`src/rtl/spm_arbiter.sv`:
```
// Two-requester round-robin front end for a serial-parallel multiplier.
// Grants one operand pair at a time, sequences the multiplier and returns the product or a timeout error.
module spm_arbiter #(
    parameter int W       = 8,
    parameter int TIMEOUT = 40
) (
    input  logic           clk,
    input  logic           rst,
    input  logic           req0_valid,
    output logic           req0_ready,
    input  logic [W-1:0]   req0_x,
    input  logic [W-1:0]   req0_y,
    input  logic           req1_valid,
    output logic           req1_ready,
    input  logic [W-1:0]   req1_x,
    input  logic [W-1:0]   req1_y,
    output logic           resp_valid,
    input  logic           resp_ready,
    output logic           resp_id,
    output logic [2*W-1:0] resp_prod,
    output logic           resp_err,
    output logic           spm_rst,
    output logic [W-1:0]   spm_x,
    output logic [W-1:0]   spm_y,
    input  logic           spm_done,
    input  logic [2*W-1:0] spm_prod,
    output logic           busy
);

    localparam int CW = (TIMEOUT > 1) ? $clog2(TIMEOUT) : 1;
    localparam logic [CW-1:0] CNT_LAST = CW'(TIMEOUT - 1);

    typedef enum logic [1:0] {
        IDLE,
        LOAD,
        RUN,
        RESP
    } state_t;

    state_t         state_q;
    logic           last_grant_q;
    logic [W-1:0]   x_q;
    logic [W-1:0]   y_q;
    logic           id_q;
    logic [CW-1:0]  cnt_q;
    logic [2*W-1:0] resp_prod_q;
    logic           resp_id_q;
    logic           resp_err_q;
    logic           resp_valid_q;
    logic           spm_rst_q;
    logic           busy_q;

    logic gnt0;
    logic gnt1;
    logic idle_ok;

    // On a tie the requester that did not win last time is favoured.
    always_comb begin
        gnt0       = req0_valid & (~req1_valid | last_grant_q);
        gnt1       = req1_valid & (~req0_valid | ~last_grant_q);
        idle_ok    = rst & (state_q == IDLE);
        req0_ready = idle_ok & gnt0;
        req1_ready = idle_ok & gnt1;
    end

    always_ff @(posedge clk) begin
        if (!rst) begin
            state_q      <= IDLE;
            last_grant_q <= 1'b1;
            x_q          <= '0;
            y_q          <= '0;
            id_q         <= 1'b0;
            cnt_q        <= '0;
            resp_prod_q  <= '0;
            resp_id_q    <= 1'b0;
            resp_err_q   <= 1'b0;
            resp_valid_q <= 1'b0;
            spm_rst_q    <= 1'b1;
            busy_q       <= 1'b0;
        end else begin
            case (state_q)
                IDLE: begin
                    if (req0_ready | req1_ready) begin
                        x_q     <= req0_ready ? req0_x : req1_x;
                        y_q     <= req0_ready ? req0_y : req1_y;
                        id_q    <= req1_ready;
                        busy_q  <= 1'b1;
                        state_q <= LOAD;
                    end
                end
                LOAD: begin
                    cnt_q     <= '0;
                    spm_rst_q <= 1'b0;
                    state_q   <= RUN;
                end
                RUN: begin
                    // Completion takes priority over a timeout landing on the same cycle.
                    if (spm_done) begin
                        resp_prod_q  <= spm_prod;
                        resp_err_q   <= 1'b0;
                        resp_id_q    <= id_q;
                        resp_valid_q <= 1'b1;
                        spm_rst_q    <= 1'b1;
                        state_q      <= RESP;
                    end else if (cnt_q == CNT_LAST) begin
                        resp_prod_q  <= '0;
                        resp_err_q   <= 1'b1;
                        resp_id_q    <= id_q;
                        resp_valid_q <= 1'b1;
                        spm_rst_q    <= 1'b1;
                        state_q      <= RESP;
                    end else begin
                        cnt_q <= cnt_q + CW'(1);
                    end
                end
                RESP: begin
                    if (resp_ready) begin
                        last_grant_q <= resp_id_q;
                        resp_valid_q <= 1'b0;
                        busy_q       <= 1'b0;
                        state_q      <= IDLE;
                    end
                end
                default: state_q <= IDLE;
            endcase
        end
    end

    assign resp_valid = resp_valid_q;
    assign resp_id    = resp_id_q;
    assign resp_prod  = resp_prod_q;
    assign resp_err   = resp_err_q;
    assign spm_rst    = spm_rst_q;
    assign spm_x      = x_q;
    assign spm_y      = y_q;
    assign busy       = busy_q;

endmodule

```
`config.mk`:
```
export PLATFORM = sky130hd
export DESIGN_NAME = spm_arbiter
export DESIGN_NICKNAME = d
export VERILOG_FILES = /design/src/rtl/spm_arbiter.sv
export SDC_FILE = /design/constraint.sdc
export NUM_CORES = 1
export LEC_CHECK = 0
export BUFFER_PORTS_ARGS = -buffer_cell sky130_fd_sc_hd__buf_2
export CAP_MARGIN = 20
export CORE_MARGIN = 1.5
export CORE_UTILIZATION = 30
export CTS_CLUSTER_SIZE = 20
export DETAILED_ROUTE_END_ITERATION = 12
export SLEW_MARGIN = 0
export SYNTH_ARGS = -nofsm -noshare
export SYNTH_HDL_FRONTEND = slang
export SYNTH_SLANG_ARGS = --single-unit
```
`constraint.sdc`:
```
create_clock -name clk -period 1.7 [get_ports clk]
set_input_delay 0.085 -clock clk [delete_from_list [all_inputs] [get_ports clk]]
set_output_delay 0.085 -clock clk [all_outputs]
set_load 0.01 [all_outputs]
```
==> results of run 1 <==
layout make-up:
cell class	instances	area, µm²	area share [%]
inverter	5	18.77	0.6519
clock buffer	5	68.82	2.390
timing repair buffer	106	603.1	20.95
tap	96	120.1	4.172
clock inverter	3	20.02	0.6954
multi-input combinational	168	1106	38.42
sequential	47	942.2	32.72
synthesized netlist by cell type, types with 2 or more instances:
cell      number
o211ai_1       2
buf_6          2
a21oi_1       21
dfxtp_1       47
o21ai_0       19
a21boi_0       3
buf_2          4
and2_1         2
o22ai_2       10
inv_1          5
mux2i_1       20
nand4_1        2
nor2_1         2
nand3b_1       2
o22ai_1        7
nor2b_1        2
clkbuf_1       9
nand3_1        5
buf_4          2
nand2_1       50
ha_1           6
state kept, by name, summed over array words and instances, names as in the netlist, 2 cells and up:
name and count:
cnt_q 6, resp_prod 16, spm_x 8, state_q 2
spm_y 8
worst reg2reg max path: stages, from the launching register on:
cell      delay, ns
dfxtp_1        0.38
ha_1           0.19
and4bb_4       0.29
a21o_1         0.15
and2_4         0.30
mux2i_1        0.21
how the worst max path moves through the flow:
stage,startpoint,to,depth (start not counted)
floorplan,state_q[0]$_SDFFE_PN0P_,state_q[0]$_SDFFE_PN0P_,7
global placement,state_q[0]$_SDFFE_PN0P_,spm_x[0]$_SDFFE_PN0P_,7
detailed placement,state_q[1]$_SDFFE_PN0P_,spm_y[5]$_SDFFE_PN0P_,7
CTS,state_q[0]$_SDFFE_PN0P_,req0_ready,6
global route,state_q[1]$_SDFFE_PN0P_,req0_ready,6
finish,state_q[1]$_SDFFE_PN0P_,req0_ready,6
power groups by stage:
stage          Sequential (µW)  Combinational, µW  Clock (µW)
2_1_floorplan             1500                679           0
3_3_place_gp              1430               1140           0
3_5_place_dp              1430               1150           0
4_1_cts                   1410               1190         719
5_1_grt                   1440               1390         759
6_report                  1410               1240         675
layout by cell type (no fill, tap or decap), types with 5 or more instances in the layout:
| master | netlist | routed |
|---|---|---|
| buf_2 | 4 | 92 |
| nand2_1 | 50 | 50 |
| dfxtp_1 | 47 | 46 |
| a21oi_1 | 21 | 20 |
| mux2i_1 | 20 | 20 |
| o21ai_0 | 19 | 19 |
| buf_4 | 2 | 11 |
| o22ai_2 | 10 | 10 |
| o22ai_1 | 7 | 7 |
| nand3_1 | 5 | 5 |
| ha_1 | 6 | 5 |
| clkbuf_8 | 0 | 5 |
what timing repair did:
| item | CTS | global route |
|---|---|---|
| hold buffers | 0 | 0 |
| gates resized for setup | 2 | 3 |
| setup buffers | 0 | 7 |
| endpoints found under the setup margin | 1 | 4 |
per-layer routing:
layer	vias to the layer above	track usage [%]
li1	1024	-
met1	877	16.41
met2	74	22.28
met3	2	5.184
met4	0	3.463
met5	-	0
cell families after synthesis:
logic type                 Yosys count  share of synthesized area [%]
buffers and inverters               23                          5.803
and+or+nand+nor                     70                          14.68
AOI/OAI and AO/OA                   71                          22.69
muxes                               20                          9.286
DFF                                 47                          43.64
xor gates and xnor gates             1                         0.4063
adders and majority gates            6                          3.482
stage by stage:
stage	instances	worst slack [ns]	instance area [µm²]
finish	430	0.1252	2879
global route	430	0.02582	2879
CTS	423	0.001178	2813
detailed placement	415	0.07034	2711
global placement	415	0.1025	2711
floorplan	238	0.1115	2156
==> summary.txt, run 1 <==
Run status = completed
Switching Power = 1150 µW
Worst hold path type = in2reg
Share of power burned in registers = 42.4%
Vias = 1,977
CTS Buf Count = 5
Met2 WL = 2258 µm
Reg2Reg Depth = 5
Port bufs = 92
CP cell instances = inv_2 -> ha_4 -> nand3_1 -> a21oi_2 -> buf_12 -> buf_2
CP Buf/Inv Count = 3
Setup TNS Final = 0 ns
Hold path startpoint = spm_prod[2]
Area growth syn-to-layout = 33.55%
Achievable Freq = 635.0 MHz
Hold path cells = 3
Final core utilization = 41.91%
First-pass GRT wire length = 8155 µm
Skew final = 0.005317 ns
Number of global-route vias before repair = 1,800
First drt pass iteration count = 4
RD Place Congestion = 0.7844
Worst slew pin tran = 0.3196 ns
Period utilization = 92.63%
Sw Ratio = 34.54%
EDFF count, synth = 0
Worst setup EP type = output port
Register-to-register setup slack = 0.13 ns
# diodes = 0
Reg-to-Reg Start = cnt_q[0]$_SDFFE_PN0P_
R2R Path End = resp_id$_SDFFE_PN0P_
Met3 wire length = 405 µm
Post-Syn Area per Cell = 9.058 µm²
Core area = 6869 µm²
CTS tree = done
Gate power share = 37.3%
Initial antenna violation count = 0
Clk buf depth = 2
RSZ-0062 raised after global routing = false
Ys Warns = 0
Top_reg_cell synth = dfxtp_1
Dominant cells by area after synthesis = dfxtp_1 (44%), mux2i_1 (9.3%), nand2_1 (8.7%)
TritonCTS Sinks = 47
Required time worst endpoint = 1.62 ns
Worst skew pair latency = 0.30 ns
Largest net degree at the start of global routing = 33
Crit-path leading delay family = buffers and inverters
Slew HR = 78.47%
Die ar. = 7704 µm²
Synth area leader = dfxtp_1
Crit-path slowest cell = dfxtp_1
DIE WIDTH = 87.77 µm
DRC Markers = 0
All-Layer GR Usage = 13.47%
VDD IR max = 0.0004949 V
Synth top area share = 43.64%
CP Class = reg2out
Root Buffer = clkbuf_8
Clock power share = 20.3%
Drt total wl = 5031 µm
Worst stage delay on the critical path = 0.36 ns
Crit path DAT = 1.49 ns
PwrDens = 1157 nW/µm²
Int Power = 2180 µW
Fillers = 708
Mapped Nets = 298
Leakage = 0.001307 µW
Post-synthesis cell area = 2156 µm²
Vias per inst = 4.598
IO Count = 93
Synth Instances = 238
Final hold slack = 0.02930 ns
Library cells used by synthesis = 37
Final net count = 393
CP max FO = 14
Initial DRC count = 37
Final Hold Fails = 0
Share of layout cells above drive strength 1 = 39.82%
Pwr Total = 3330 µW
Final antenna-violating net count = 0
Top Metal Used = met4
M1 WL = 2340 µm
Post-synth ARST share = 0%
Setup-failing EPs final = 0
Htree depth = 2
Drt wl/cell = 11.70 µm
Final Slew Violations = 0
HPWL Detailed = 3719 µm
Max-cap violation count = 0
Period minus WS final = 1.575 ns
Site row count = 30
Min-Delay Endpoint = resp_prod[2]$_SDFFE_PN0P_
GRT overflow = 0
Worst-path clk slew = 0.09 ns
Starting Density = 31.38%
Post-synthesis sequential area ratio = 43.64%
Yosys reg bits = 47
Startpoint Class = flop
Die H = 87.77 µm
(Power assumes the default switching activity.)
==> run 2: changes to the inputs <==
--- a/config.mk
+++ b/config.mk
@@ -7,7 +7,7 @@
 export LEC_CHECK = 0
 export BUFFER_PORTS_ARGS = -buffer_cell sky130_fd_sc_hd__buf_2
 export CAP_MARGIN = 20
-export CORE_MARGIN = 1.5
+export CORE_MARGIN = 3
 export CORE_UTILIZATION = 30
 export CTS_CLUSTER_SIZE = 20
 export DETAILED_ROUTE_END_ITERATION = 12
==> summary.txt, run 2 (synthesis results as in run 1) <==
Core area = 6869 µm² (unchanged)
Reg-to-Reg Start = state_q[0]$_SDFFE_PN0P_ (was cnt_q[0]$_SDFFE_PN0P_)
Run status = completed (unchanged)
Commonest non-fill, non-tap cell in the layout = buf_2 (unchanged)
Period utilization = 94.21% (was 92.63%)
Vias per inst = 4.645 (was 4.598)
Setup TNS Final = 0 ns (unchanged)
Fillers = 711 (was 708)
Max-cap violation count = 0 (unchanged)
Period minus WS final = 1.602 ns (was 1.575 ns)
HPWL Detailed = 3933 µm (was 3719 µm)
Starting Density = 31.38% (unchanged)
All-Layer GR Usage = 12.67% (was 13.47%)
Slew HR = 78.94% (was 78.47%)
DIE WIDTH = 90.77 µm (was 87.77 µm)
Final hold slack = 0.03785 ns (was 0.02930 ns)
CTS Buf Count = 5 (unchanged)
RSZ-0062 raised after global routing = false (unchanged)
Root Buffer = clkbuf_8 (unchanged)
Hold path cells = 3 (unchanged)
Achievable Freq = 624.4 MHz (was 635.0 MHz)
Drt total wl = 5351 µm (was 5031 µm)
Pwr Total = 3402 µW (was 3330 µW)
Required time worst endpoint = 1.92 ns (was 1.62 ns)
Register-to-register setup slack = 0.1 ns (was 0.13 ns)
Worst Setup EP = state_q[1]$_SDFFE_PN0P_ (was req0_ready)
Crit-path leading delay family = compound AO/OA/AOI/OAI gates (was buffers and inverters)
Worst stage delay on the critical path = 0.36 ns (about the same)
CP cell instances = inv_1 -> ha_1 -> nor2b_1 -> a21boi_4 -> a221oi_2 -> mux2i_1 (was inv_2 -> ha_4 -> nand3_1 -> a21oi_2 -> buf_12 -> buf_2)
First-pass GRT wire length = 8528 µm (was 8155 µm)
Reg2Reg Depth = 6 (was 5)
Worst-path clk slew = 0.08 ns (was 0.09 ns)
DRC Markers = 0 (unchanged)
Final Hold Fails = 0 (unchanged)
Worst slew pin tran = 0.3159 ns (was 0.3196 ns)
R2R Path End = state_q[1]$_SDFFE_PN0P_ (was resp_id$_SDFFE_PN0P_)
Worst hold path type = in2reg (unchanged)
Skew final = 0.004176 ns (was 0.005317 ns)
Vias = 2,002 (was 1,977)
Leakage = 0.001317 µW (was 0.001307 µW)
Die H = 90.77 µm (was 87.77 µm)
IO Count = 93 (unchanged)
WP depth = 6 (unchanged)
Initial antenna violation count = 0 (unchanged)
GRT overflow = 0 (unchanged)
Worst skew pair latency = 0.29 ns (was 0.30 ns)
Initial DRC count = 63 (was 37)
CP Class = reg2reg (was reg2out)
Site row count = 30 (unchanged)
Largest net degree at the start of global routing = 33 (unchanged)
Final Slew Violations = 0 (unchanged)
CP Buf/Inv Count = 1 (was 3)
Clk buf depth = 2 (unchanged)
First drt pass iteration count = 4 (unchanged)
Worst setup EP type = flop (was output port)
Area growth syn-to-layout = 34.24% (was 33.55%)
CP startpoint = state_q[0]$_SDFFE_PN0P_ (was state_q[1]$_SDFFE_PN0P_)
Drt wl/cell = 12.42 µm (was 11.70 µm)
CTS Hold Buffers Added = 0 (unchanged)
Share of layout cells above drive strength 1 = 39.70% (was 39.82%)
Final net count = 394 (was 393)
Setup-failing EPs final = 0 (unchanged)
CTS tree = done (unchanged)
Number of global-route vias before repair = 1,826 (was 1,800)
Port bufs = 92 (unchanged)
TritonCTS Sinks = 47 (unchanged)
RD Place Congestion = 0.7330 (was 0.7844)
Startpoint Class = flop (unchanged)
# diodes = 0 (unchanged)
Final core utilization = 42.13% (was 41.91%)
Max reg flops = 16 (unchanged)
Crit-path slowest cell = dfxtp_2 (was dfxtp_1)
Crit path DAT = 1.82 ns (was 1.49 ns)
Commonest non-fill, non-tap cells in the layout = buf_2 (92), nand2_1 (50), dfxtp_1 (45), a21oi_1 (20), mux2i_1 (20) (was buf_2 (92), nand2_1 (50), dfxtp_1 (46), a21oi_1 (20), mux2i_1 (20))
CP max FO = 4 (was 14)
Die ar. = 8239 µm² (was 7704 µm²)
Final antenna-violating net count = 0 (unchanged)
Htree depth = 2 (unchanged)
PwrDens = 1175 nW/µm² (was 1157 nW/µm²)
VDD IR max = 0.0007079 V (was 0.0004949 V)
## run 2: how the worst min path moves through the flow
stage           startpoint                        end  slack (ns)
4_1_cts        spm_prod[2]  resp_prod[2]$_SDFFE_PN0P_        0.02
2_1_floorplan  spm_prod[0]  resp_prod[0]$_SDFFE_PN0P_        0.24
3_3_place_gp   spm_prod[2]  resp_prod[2]$_SDFFE_PN0P_        0.34
6_report       spm_prod[2]  resp_prod[2]$_SDFFE_PN0P_        0.04
5_1_grt        spm_prod[1]  resp_prod[1]$_SDFFE_PN0P_        0.04
3_5_place_dp   spm_prod[4]  resp_prod[4]$_SDFFE_PN0P_        0.35
## run 2: worst reg2reg max path, delay by kind of cell (launching register included)
kind	cells	cell delay (ns)
fa+ha+maj	1	0.23
compound gates	2	0.45
buf+inv	1	0.10
flops	1	0.36
simple gates	1	0.16
mux	1	0.24
## run 2: what timing repair did
item                                    4_1_cts  5_1_grt
endpoints found under the hold margin         0        0
resized for setup                             1        5
setup buffers                                 5        0
endpoints found under the setup margin        1       18
pin swaps                                     0        0
## run 2: routing by layer
| metal | vias to the layer above | global-route usage (%) | wire length, µm |
|---|---|---|---|
| met5 | - | 0 | 0 |
| met4 | 0 | 4.899 | 66 |
| met3 | 4 | 5.167 | 534 |
| met2 | 79 | 19.77 | 2365 |
| met1 | 892 | 15.60 | 2385 |
| li1 | 1027 | - | - |
## run 2: report_power, final
group	internal [µW]	total [µW]	switching, µW
Sequential	1300	1410	110
Combinational	604	1260	659
Clock	372	729	358
## run 2: cell type report
class                   instances  area (µm²)  share of cell area [%]
clock buffers                   8       100.1                   3.459
inverters                       5       18.77                  0.6485
multi-input cells             168        1114                   38.48
flip-flops and latches         47       943.4                   32.60
well taps                      96       120.1                   4.150
repair buffers                107       598.1                   20.67
## run 2: through the flow
stage | cell area (µm²) | instances | setup WS (ns)
floorplan | 2156 | 238 | 0.1115
global placement | 2721 | 418 | 0.1087
detailed placement | 2721 | 418 | 0.08592
CTS | 2874 | 431 | 0.06281
global route | 2894 | 431 | 0.004226
finish | 2894 | 431 | 0.09837
==> run 3: changes to the inputs <==
--- a/config.mk
+++ b/config.mk
@@ -7,6 +7,7 @@
 export LEC_CHECK = 0
 export BUFFER_PORTS_ARGS = -buffer_cell sky130_fd_sc_hd__buf_2
 export CAP_MARGIN = 20
+export CORE_ASPECT_RATIO = 1.25
 export CORE_MARGIN = 3
 export CORE_UTILIZATION = 30
 export CTS_CLUSTER_SIZE = 20
==> summary.txt, run 3 (synthesis results as in run 1) <==
CTS Hold Buffers Added = 0 (unchanged)
Reg2Reg Depth = 5 (was 6)
Hold path startpoint = spm_prod[2] (unchanged)
Commonest non-fill, non-tap cell in the layout = buf_2 (unchanged)
Hold path cells = 3 (unchanged)
Starting Density = 31.84% (was 31.38%)
Root Buffer = clkbuf_8 (unchanged)
Die H = 100.8 µm (was 90.77 µm)
CP max FO = 9 (was 4)
Largest net degree at the start of global routing = 57 (was 33)
Number of global-route vias before repair = 1,957 (was 1,826)
IO Count = 93 (unchanged)
Vias per inst = 4.714 (was 4.645)
First drt pass iteration count = 4 (unchanged)
Skew final = 0.01097 ns (was 0.004176 ns)
Htree depth = 2 (unchanged)
PwrDens = 1166 nW/µm² (was 1175 nW/µm²)
Startpoint Class = flop (unchanged)
Final WS setup = 0.1117 ns (was 0.09837 ns)
CTS tree = done (unchanged)
Leakage = 0.001333 µW (was 0.001317 µW)
Vias = 1,994 (was 2,002)
Crit path DAT = 1.50 ns (was 1.82 ns)
Core area = 6771 µm² (was 6869 µm²)
Drt wl/cell = 12.33 µm (was 12.42 µm)
VDD IR max = 0.0004661 V (was 0.0007079 V)
Period utilization = 93.43% (was 94.21%)
Register area = 940.9 µm² (was 943.4 µm²)
Required time worst endpoint = 1.62 ns (was 1.92 ns)
Final net count = 395 (was 394)
Port bufs = 92 (unchanged)
Setup-failing EPs final = 0 (unchanged)
Run status = completed (unchanged)
Worst skew pair latency = 0.30 ns (was 0.29 ns)
Final Hold Fails = 0 (unchanged)
Drt total wl = 5215 µm (was 5351 µm)
GRT overflow = 0 (unchanged)
Fillers = 701 (was 711)
Clk buf depth = 2 (unchanged)
Area growth syn-to-layout = 35.75% (was 34.24%)
Initial antenna violation count = 0 (unchanged)
Reg-to-Reg Start = cnt_q[0]$_SDFFE_PN0P_ (was state_q[0]$_SDFFE_PN0P_)
CTS Buf Count = 5 (unchanged)
TritonCTS Sinks = 47 (unchanged)
Share of layout cells above drive strength 1 = 39.88% (was 39.70%)
Slew HR = 80.20% (was 78.94%)
Final antenna-violating net count = 0 (unchanged)
DRC Markers = 0 (unchanged)
CP Class = reg2out (was reg2reg)
HPWL Detailed = 3810 µm (was 3933 µm)
All-Layer GR Usage = 13.40% (was 12.67%)
Final Slew Violations = 0 (unchanged)
Site row count = 33 (was 30)
RD Place Congestion = 0.7351 (was 0.7330)
Worst setup EP type = output port (was flop)
Worst hold path type = in2reg (unchanged)
Max-cap violation count = 0 (unchanged)
Placed Cells incl. Taps = 406 (was 418)
First-pass GRT wire length = 8756 µm (was 8528 µm)
DIE WIDTH = 81.82 µm (was 90.77 µm)
Die ar. = 8245 µm² (was 8239 µm²)
Final non-filler cell total = 423 (was 431)
Achievable Freq = 629.6 MHz (was 624.4 MHz)
Footprint of the multi-input gates = 1107 µm² (was 1114 µm²)
Commonest non-fill, non-tap cells in the layout = buf_2 (92), nand2_1 (50), dfxtp_1 (47), mux2i_1 (20) (was buf_2 (92), nand2_1 (50), dfxtp_1 (45), a21oi_1 (20), mux2i_1 (20))
# diodes = 0 (unchanged)
Period minus WS final = 1.588 ns (was 1.602 ns)
Setup WS pre-CTS = 0.1301 ns (was 0.08592 ns)
CP startpoint = state_q[0]$_SDFFE_PN0P_ (unchanged)
Initial DRC count = 72 (was 63)
Worst slew pin tran = 0.2970 ns (was 0.3159 ns)
Worst-path clk slew = 0.09 ns (was 0.08 ns)
Max reg flops = 16 (unchanged)
==> run 3: cell count changes in the layout (fill, tap and decap cells not counted), moves of 2 or more <==
cell / change
dfxtp_2: -2
buf_12: +4
buf_4: -3
dfxtp_1: +2
==> run 3: cell type report <==
class,instances,share of cell area (%)
Tap cell,87,3.720
Clock inverter,1,0.2993
Multi-Input combinational cell,168,37.84
Clock buffer,7,2.950
Inverter,5,0.6413
Sequential cell,47,32.15
Timing Repair Buffer,108,22.40
==> run 3: where the power goes <==
group | leakage [µW] | internal [µW] | switching (µW)
combinational | 0.000901 | 627 | 661
sequential | 0.000383 | 1300 | 114
clock | 0.0000484 | 334 | 379
==> run 3: layer usage <==
layer  wire (µm)  global-route usage [%]  vias to the layer above  share of wire (%)
li1            -                       -                     1029                  -
met1        2302                   16.40                      880                 44
met2        2385                   22.15                       79                 46
met3         465                   4.204                        6                8.9
met4          61                   4.220                        0                1.2
met5           0                       0                        -                  0
==> run 3: worst max-delay path, cell delays in order (launching register included) <==
cell     delay (ns)
dfxtp_1        0.35
inv_2          0.08
ha_2           0.18
nand3_1        0.12
a21oi_4        0.18
buf_12         0.16
buf_2          0.13
==> run 3: path summary, 6_finish.rpt <==
kind | endpoint | slack (ns)
setup / recovery | req0_ready | 0.11
hold / removal | resp_prod[2]$_SDFFE_PN0P_ | 0.03
hold reg to reg | id_q$_SDFFE_PN0P_ | 0.46
setup reg to reg | resp_id$_SDFFE_PN0P_ | 0.13
==> run 3: what timing repair did <==
action / in CTS / in global routing
buffers inserted: 1 / 8
endpoints found under the setup margin: 1 / 6
resized for setup: 1 / 4
==> run 3: per-stage QoR <==
step                      area [µm²]  total power (µW)   TNS (ns)  utilization, %  hold WS [ns]
after global placement          2713              2596          0           40.06        0.3471
final                           2927              3412          0           43.22       0.02547
after detailed placement        2713              2612          0           40.06        0.3479
after global routing            2927              3670  -0.005610           43.22       0.01006
after floorplan                 2156              2175          0               -        0.2353
after CTS                       2823              3362          0           41.69      0.008630
